--- config.mk ---
export PLATFORM = sky130hd
export DESIGN_NAME = dca_step_inst_scheduler_flat
export DESIGN_NICKNAME = d
export VERILOG_FILES = /design/src/rtl/dca_step_inst_scheduler_if.sv /design/src/rtl/dca_step_inst_scheduler.sv /design/src/flat_wrapper.sv
export SDC_FILE = /design/constraint.sdc
export NUM_CORES = 1
export LEC_CHECK = 0
export ABC_AREA = 1
export BUFFER_PORTS_ARGS = -buffer_cell sky130_fd_sc_hd__buf_2
export CORE_MARGIN = 3
export CORE_UTILIZATION = 45
export DETAILED_ROUTE_END_ITERATION = 7
export GPL_TIMING_DRIVEN = 1
export PLACE_DENSITY_LB_ADDON = 0.08
export SLEW_MARGIN = 20
export SYNTH_ARGS = -nofsm -noshare
export SYNTH_HDL_FRONTEND = slang
export SYNTH_SLANG_ARGS = --single-unit
--- constraint.sdc ---
create_clock -name clk -period 4.5 [get_ports clk]
set_clock_uncertainty 0.05 [all_clocks]
set_input_delay 0.45 -clock clk [delete_from_list [all_inputs] [get_ports clk]]
set_output_delay 0.45 -clock clk [all_outputs]
set_load 0.005 [all_outputs]
--- src/rtl/dca_step_inst_scheduler_if.sv ---
// Push and issue channels between the control side, the scheduler and the
// DCA step controller.
interface dca_step_inst_scheduler_if #(
    parameter int BW_STEP_INST = 32,
    parameter int BW_REPEAT    = 8
);
    logic                    push_valid;
    logic                    push_ready;
    logic [BW_STEP_INST-1:0] push_inst;
    logic [BW_REPEAT-1:0]    push_repeat;
    logic                    issue_valid;
    logic                    issue_ready;
    logic [BW_STEP_INST-1:0] issue_inst;
    logic                    issue_last;
    logic                    step_done;

    // Control side plus step controller, as seen from outside the scheduler.
    modport master (
        output push_valid, push_inst, push_repeat, issue_ready, step_done,
        input  push_ready, issue_valid, issue_inst, issue_last
    );

    modport slave (
        input  push_valid, push_inst, push_repeat, issue_ready, step_done,
        output push_ready, issue_valid, issue_inst, issue_last
    );
endinterface

--- src/rtl/dca_step_inst_scheduler.sv ---
// Blocked-step instruction queue: replays each entry repeat+1 times to the
// step controller while capping the number of in-flight steps.
module dca_step_inst_scheduler #(
    parameter int BW_STEP_INST    = 32,
    parameter int FIFO_DEPTH      = 8,
    parameter int BW_REPEAT       = 8,
    parameter int MAX_OUTSTANDING = 4
) (
    input  logic                            clk,
    input  logic                            rstnn,
    input  logic                            clear,
    dca_step_inst_scheduler_if.slave        bus,
    output logic [$clog2(FIFO_DEPTH):0]     num_queued,
    output logic [3:0]                      num_outstanding,
    output logic                            busy,
    output logic                            all_done,
    output logic                            err_underflow
);
    localparam int AW = $clog2(FIFO_DEPTH);

    logic [BW_STEP_INST-1:0] mem_inst [FIFO_DEPTH];
    logic [BW_REPEAT-1:0]    mem_rep  [FIFO_DEPTH];

    logic [AW-1:0]      wr_ptr, rd_ptr;
    logic [AW:0]        count, count_nxt;
    logic [BW_REPEAT-1:0] rep_cnt;
    logic [3:0]         outstanding, out_nxt;
    logic               push_en, accept, pop, err_set, busy_nxt;

    assign bus.push_ready  = (count != (AW+1)'(FIFO_DEPTH));
    assign bus.issue_valid = (count != '0) & (outstanding < 4'(MAX_OUTSTANDING)) & ~clear;
    assign bus.issue_inst  = mem_inst[rd_ptr];
    assign bus.issue_last  = bus.issue_valid & (rep_cnt == mem_rep[rd_ptr]);

    assign push_en = bus.push_valid & bus.push_ready;
    assign accept  = bus.issue_valid & bus.issue_ready;
    assign pop     = accept & bus.issue_last;

    always_comb begin
        count_nxt = count;
        if (push_en & ~pop)      count_nxt = count + 1'b1;
        else if (pop & ~push_en) count_nxt = count - 1'b1;
    end

    // A step_done coinciding with an accept cancels it, even at zero.
    always_comb begin
        out_nxt = outstanding;
        err_set = 1'b0;
        if (accept & ~bus.step_done) begin
            out_nxt = outstanding + 4'd1;
        end else if (bus.step_done & ~accept) begin
            if (outstanding == 4'd0) err_set = 1'b1;
            else                     out_nxt = outstanding - 4'd1;
        end
    end

    assign busy_nxt = (count_nxt != '0) | (out_nxt != 4'd0);

    // Storage needs no reset; occupancy is tracked by count alone.
    always_ff @(posedge clk) begin
        if (push_en & ~clear) begin
            mem_inst[wr_ptr] <= bus.push_inst;
            mem_rep[wr_ptr]  <= bus.push_repeat;
        end
    end

    always_ff @(posedge clk or negedge rstnn) begin
        if (!rstnn) begin
            wr_ptr        <= '0;
            rd_ptr        <= '0;
            count         <= '0;
            rep_cnt       <= '0;
            outstanding   <= 4'd0;
            err_underflow <= 1'b0;
            all_done      <= 1'b0;
        end else if (clear) begin
            wr_ptr        <= '0;
            rd_ptr        <= '0;
            count         <= '0;
            rep_cnt       <= '0;
            outstanding   <= 4'd0;
            err_underflow <= 1'b0;
            all_done      <= 1'b0;
        end else begin
            if (push_en) wr_ptr <= wr_ptr + 1'b1;
            if (pop) begin
                rd_ptr  <= rd_ptr + 1'b1;
                rep_cnt <= '0;
            end else if (accept) begin
                rep_cnt <= rep_cnt + 1'b1;
            end
            count       <= count_nxt;
            outstanding <= out_nxt;
            if (err_set) err_underflow <= 1'b1;
            all_done    <= busy & ~busy_nxt;
        end
    end

    assign num_queued      = count;
    assign num_outstanding = outstanding;
    assign busy            = (count != '0) | (outstanding != 4'd0);
endmodule

--- src/flat_wrapper.sv ---
// flat-port wrapper written by rule: the top's interface ports become plain ports
module dca_step_inst_scheduler_flat 
#(
    parameter int BW_STEP_INST    = 32,
    parameter int FIFO_DEPTH      = 8,
    parameter int BW_REPEAT       = 8,
    parameter int MAX_OUTSTANDING = 4
)
  (clk, rstnn, clear, num_queued, num_outstanding, busy, all_done, err_underflow, bus_push_valid, bus_push_inst, bus_push_repeat, bus_issue_ready, bus_step_done, bus_push_ready, bus_issue_valid, bus_issue_inst, bus_issue_last);
  dca_step_inst_scheduler_if #(.BW_STEP_INST(BW_STEP_INST), .BW_REPEAT(BW_REPEAT)) bus_i ();
  input  logic clk;
  input  logic rstnn;
  input  logic clear;
  output logic [$clog2(FIFO_DEPTH):0] num_queued;
  output logic [3:0] num_outstanding;
  output logic busy;
  output logic all_done;
  output logic err_underflow;
  input wire logic [$bits(bus_i.push_valid)-1:0] bus_push_valid;
  input wire logic [$bits(bus_i.push_inst)-1:0] bus_push_inst;
  input wire logic [$bits(bus_i.push_repeat)-1:0] bus_push_repeat;
  input wire logic [$bits(bus_i.issue_ready)-1:0] bus_issue_ready;
  input wire logic [$bits(bus_i.step_done)-1:0] bus_step_done;
  output wire logic [$bits(bus_i.push_ready)-1:0] bus_push_ready;
  output wire logic [$bits(bus_i.issue_valid)-1:0] bus_issue_valid;
  output wire logic [$bits(bus_i.issue_inst)-1:0] bus_issue_inst;
  output wire logic [$bits(bus_i.issue_last)-1:0] bus_issue_last;
  assign bus_i.push_valid = bus_push_valid;
  assign bus_i.push_inst = bus_push_inst;
  assign bus_i.push_repeat = bus_push_repeat;
  assign bus_i.issue_ready = bus_issue_ready;
  assign bus_i.step_done = bus_step_done;
  assign bus_push_ready = bus_i.push_ready;
  assign bus_issue_valid = bus_i.issue_valid;
  assign bus_issue_inst = bus_i.issue_inst;
  assign bus_issue_last = bus_i.issue_last;
  dca_step_inst_scheduler #(.BW_STEP_INST(BW_STEP_INST), .FIFO_DEPTH(FIFO_DEPTH), .BW_REPEAT(BW_REPEAT), .MAX_OUTSTANDING(MAX_OUTSTANDING)) u_core (.clk(clk), .rstnn(rstnn), .clear(clear), .bus(bus_i), .num_queued(num_queued), .num_outstanding(num_outstanding), .busy(busy), .all_done(all_done), .err_underflow(err_underflow));
endmodule
Word level (Yosys, flattened, before mapping)
Memories as Yosys holds them, arrays and structs flattened.
Cells that the tools add are included.
{ "op_classes": {"add_sub_neg": 7, "magnitude_cmp": 1, "n_eq_ne": 2, "mux": 22, "n_bitwise": 20, "reduce_logical": 9} }
{ "op_table": {"columns": ["operator", "count"], "rows": [
  ["two-way mux 4 bit", 7],
  ["two-way mux 8 bit", 3],
  ["nonzero test 4 bit", 4],
  ["AND 1 bit", 12],
  ["two-way mux 3 bit", 4],
  ["adder 4 x 1 -> 4 bit (second input constant)", 2],
  ["adder 8 x 1 -> 8 bit (second input constant)", 1],
  ["== test 8 bit", 1],
  ["two-way mux 1 bit", 8],
  ["subtractor 4 x 1 -> 4 bit (second input constant)", 2],
  ["adder 3 x 1 -> 3 bit (second input constant)", 2],
  ["inverter 1 bit", 6],
  ["nonzero test 2 bit", 3],
  ["zero test 4 bit", 1],
  ["< comparator 4 x 3 -> 1 bit (second input constant)", 1],
  ["inequality test 4 bit (second input constant)", 1],
  ["nonzero test 3 bit", 1],
  ["OR 1 bit", 2]
]} }
{ "word_totals": {"regBits": 24, "ramBits": 320, "inputBits": 46, "out_inout_bits": 46, "elab_cells": 70, "memories": 2} }
{ "mem_list": {"columns": ["name", "words", "width", "read_ports", "rd_clocked_by_memory_dff", "wr", "line_no", "text"], "rows": [
  ["u_core.mem_inst", 8, 32, 1, 0, 1, "dca_step_inst_scheduler.sv:21", "logic [BW_STEP_INST-1:0] mem_inst [FIFO_DEPTH];"],
  ["u_core.mem_rep", 8, 8, 1, 0, 1, "dca_step_inst_scheduler.sv:22", "logic [BW_REPEAT-1:0] mem_rep [FIFO_DEPTH];"]
]} }

Depth between registers and ports, before layout
{ "depth": {"depth_word": 13, "mapped_depth": 20, "ltp_nobuf": 19} }

Least setup slack after synthesis
Ideal clock, no wire load.
{ "synth_path": {"kind": "flip-flop to flip-flop", "from": "register u_core.count[0], in the netlist u_core.num_queued[0]", "to": "memory u_core.mem_inst[0][0], enable pin", "setup_ns": 0.437, "arrival_time_ns": 2.985, "required_ns": 4.013, "slack_ns": 1.027, "stages_incl_launch_ff": 8, "n_path_buf": 0, "synth_period_minus_slack_ns": 3.473, "cell_sequence": "dfrtp_1 > inv_1 > ha_1 > nand3_1 > nand2_1 > nor2_1 > nand2_1 > nor2_1"} }
{ "synth_between": {"elab_chain_cells": 5} }
{ "synth_lines": {"columns": ["element", "line_no", "text"], "rows": [
  ["start: declaration", "dca_step_inst_scheduler.sv:25", "logic [AW:0] count, count_nxt;"],
  ["start signal: assignment", "dca_step_inst_scheduler.sv:92", "count <= count_nxt;"],
  ["inequality test 4 bit", "dca_step_inst_scheduler.sv:30", "assign bus.push_ready = (count != (AW+1)'(FIFO_DEPTH));"],
  ["via bus_push_ready", "flat_wrapper.sv:24", "output wire logic [$bits(bus_i.push_ready)-1:0] bus_push_ready;"],
  ["AND 1 bit", "dca_step_inst_scheduler.sv:35", "assign push_en = bus.push_valid & bus.push_ready;"],
  ["AND 1 bit", "dca_step_inst_scheduler.sv:61", "if (push_en & ~clear) begin"],
  ["two-way mux 1 bit", "dca_step_inst_scheduler.sv:61", null],
  ["two-way mux 1 bit (not written as such)", "dca_step_inst_scheduler.sv:62", "mem_inst[wr_ptr] <= bus.push_inst;"],
  ["end: declaration", "dca_step_inst_scheduler.sv:21", null]
]} }
The timed path passes the listed nets, and every way through them passes these cells.

Final worst setup path
{ "layout_path": {"from": "register u_core.rd_ptr[0]", "to": "output port bus_issue_inst[17]"} }
{ "layout_between": {"elab_chain_cells": 1} }
{ "layout_lines": {"columns": ["element", "line_no", "text"], "rows": [
  ["start: declaration", "dca_step_inst_scheduler.sv:24", "logic [AW-1:0] wr_ptr, rd_ptr;"],
  ["start signal: assignment", "dca_step_inst_scheduler.sv:87", "rd_ptr <= rd_ptr + 1'b1;"],
  ["memory (8 x 32 bit)", null, null],
  ["end: declaration", "flat_wrapper.sv:26", "output wire logic [$bits(bus_i.issue_inst)-1:0] bus_issue_inst;"]
]} }
No other way between the ends.

==> reports/summary.txt <==
Slew Limit Headroom: 36.3%
Hpwl dp: 17300 um
Critical path depth in cells: 7
Mapped Area: 0.0141 mm^2
Commonest non-fill, non-tap cell in the layout: edfxtp_1
Total CTS buffers: 38
First-pass GRT wire length: 49600 um
I/O pins: 92
CORE AREA: 0.0307 mm^2
Clock Tree Buf Depth: 3
Design Power: 0.00743 W
Most frequent cells in the layout: 320 x edfxtp_1, 271 x nor2_1, 141 x o21ai_0
CP endpoint: bus_issue_inst[17]
Row cnt: 64
Synth top area share: 68.1%
PwrDens: 460 mW/mm^2
Post-CTS Setup Bufs: 0
Final Setup Violations: 0
R2R cell count: 15
DRT antenna net count: 0
Syn Inst Count: 1180
Port bufs: 91
DRT iter0 DRCs: 654
Share of cells above drive strength 1: 14.8%
FF-to-FF setup slack: 1.39 ns
Unique cell type count in the Yosys netlist: 41
Critical Path RT: 4.00 ns
H-Tree Depth: 2
Die height: 183 um
CTS tree: done
RR Endpoint: u_core.all_done
Final cycle utilization of the critical path: 80.9%
Drt pass-1 iters: 5
Grt ovf: 0
Worst setup SP type: register
Max-cap check violation count: 0
Origin of the critical flop-to-flop path: u_core.rd_ptr[0]
Hold WC Path Type: input port to register
Nets: 1322
Slew Viols, Final: 0
Post-synth EDFFs: 320
Final Hold Fails: 0
Max incr delay on CP: 0.71 ns
CP Max Fanout: 113
Area of the die: 0.0335 mm^2
Critical path data arrival time: 3.14 ns
F_max: 275 MHz
Syn_nets: 1233
Seq/Total Area, Yosys: 72.3%
Hold wc startpoint: bus_push_inst[19]
Critical path class: register to output pin
Die Width: 183 um
Drt wl/cell: 18.7 um
Gpl congestion: 0.777
Delay-heaviest family, CP: buffers and inverters
Initial antenna violation count: 2
Status: finished clean
Worst Setup End Kind: output pin
Initial Util: 45.9%
Worst path slowest cell: dfrtp_4
Worst-Margin Slew: 0.953 ns
Clk root buf: clkbuf_16
CP cell instances: inv_8 -> buf_4 -> o21ai_0 -> o22ai_1 -> nor2_1 -> a31oi_1 -> buf_2
RSZ-0062 raised after global routing: no
Clk slew on worst S/H paths: 0.06 ns
DR vias/cell: 5.25
Pin count of the biggest net entering global routing: 114
Post-route DRC violation count: 0
Worst vdd ir: 0.277 mV
CTS Sinks: 344
Final Critical Period: 3.64 ns
CP Buf/Inv Count: 3
Top cells by area, synth: edfxtp_1 68%, nor2_1 7.4%, o21ai_0 5.0%
Post-Syn Area per Cell: 12.0 um^2
Number of global-route vias before repair: 8783
GRT Resource Usage Total: 19.0%
Yosys top cell by area: edfxtp_1
Diodes inserted: 0
Async SR Flop Fraction: 6.98%
YS warnings: 0
P_leak: 5.89 nW
Start point of the critical path: u_core.rd_ptr[0]
Vias: 8873
Total wire length: 31600 um
Top FF cell, synth: edfxtp_1
Clk Latency, worst-skew pair: 0.52 ns
Register bit total from synthesis: 344
Setup TNS: 0 ns
Area delta synth->final: 14.5%
power breakdown:
group          switching, W  internal [W]  total (W)
Combinational      0.000630      0.000338   0.000969
Sequential        0.0000551       0.00357    0.00363
Clock               0.00122       0.00162    0.00284
synthesized netlist by cell type, drive strengths merged, types with 2 or more instances:
master	number
inv	69
xnor2	2
o22ai	32
xor2	11
nand3	58
nor2	282
o21a	2
ha	7
edfxtp	320
or2	2
buf	16
clkbuf	46
dfrtp	24
o21ai	152
a21oi	6
nor3	3
nand2	107
a31oi	32
nand4	3
routing by layer:
metal / global-route usage (%) / routed length (um) / up-vias
li1: - / - / 4331
met1: 27.1 / 14800 / 4269
met2: 31.3 / 14800 / 223
met3: 2.82 / 1560 / 48
met4: 4.11 / 504 / 2
met5: 0 / 13 / -
what timing repair did:
item / 4_1_cts / 5_1_grt
hold buffers: 1 / 0
endpoints found under the hold margin: 24 / 0
gates resized for setup: 0 / 0
sequential cells by signal, summed over array words and instances (netlist names), 3 cells and up:
register / flops
u_core.mem_rep: 64
u_core.mem_inst: 256
u_core.rep_cnt: 8
u_core.wr_ptr: 3
u_core.num_outstanding: 4
u_core.num_queued: 4
u_core.rd_ptr: 3
layout make-up:
class                           instances  area, um^2
Tap cell                              396         495
Multi-Input combinational cell        704        3390
Inverter                               70         273
Fill cell                            2719       14600
Sequential cell                       344       10200
Clock buffer                           43         970
Clock inverter                         22         175
Timing Repair Buffer                  111         646
logic make-up after synthesis:
family / after synthesis / share of synthesized area (%)
adder cells (fa/ha/maj): 7 / 0.620
XOR/XNOR: 13 / 0.860
buffers and inverters: 132 / 4.09
flip-flops: 344 / 72.3
AO/OA/AOI/OAI: 227 / 8.72
AND/OR/NAND/NOR: 457 / 13.4
per-stage QoR:
step / area (um^2) / std cells / util [%] / setup slack [ns] / hold slack (ns)
after global routing: 16200 / 1690 / 52.6 / 0.583 / 0.139
after CTS: 16200 / 1690 / 52.6 / 0.854 / 0.123
after global placement: 15000 / 1624 / 48.8 / 1.39 / 0.430
after floorplan: 14100 / 1180 / - / 1.03 / 0.104
final: 16200 / 1690 / 52.6 / 0.858 / 0.146
after detailed placement: 15000 / 1624 / 48.8 / 1.36 / 0.430
worst min path at each step:
| stage | endpoint | cells past startpoint |
|---|---|---|
| floorplan | u_core.all_done | 0 |
| finish | u_core.mem_inst[6][19] | 1 |
| global route | u_core.mem_inst[6][6] | 1 |
| detailed placement | u_core.rep_cnt[3] | 1 |
| global placement | u_core.rep_cnt[3] | 1 |
| CTS | u_core.mem_inst[1][6] | 1 |
(Power assumes the default switching activity.)
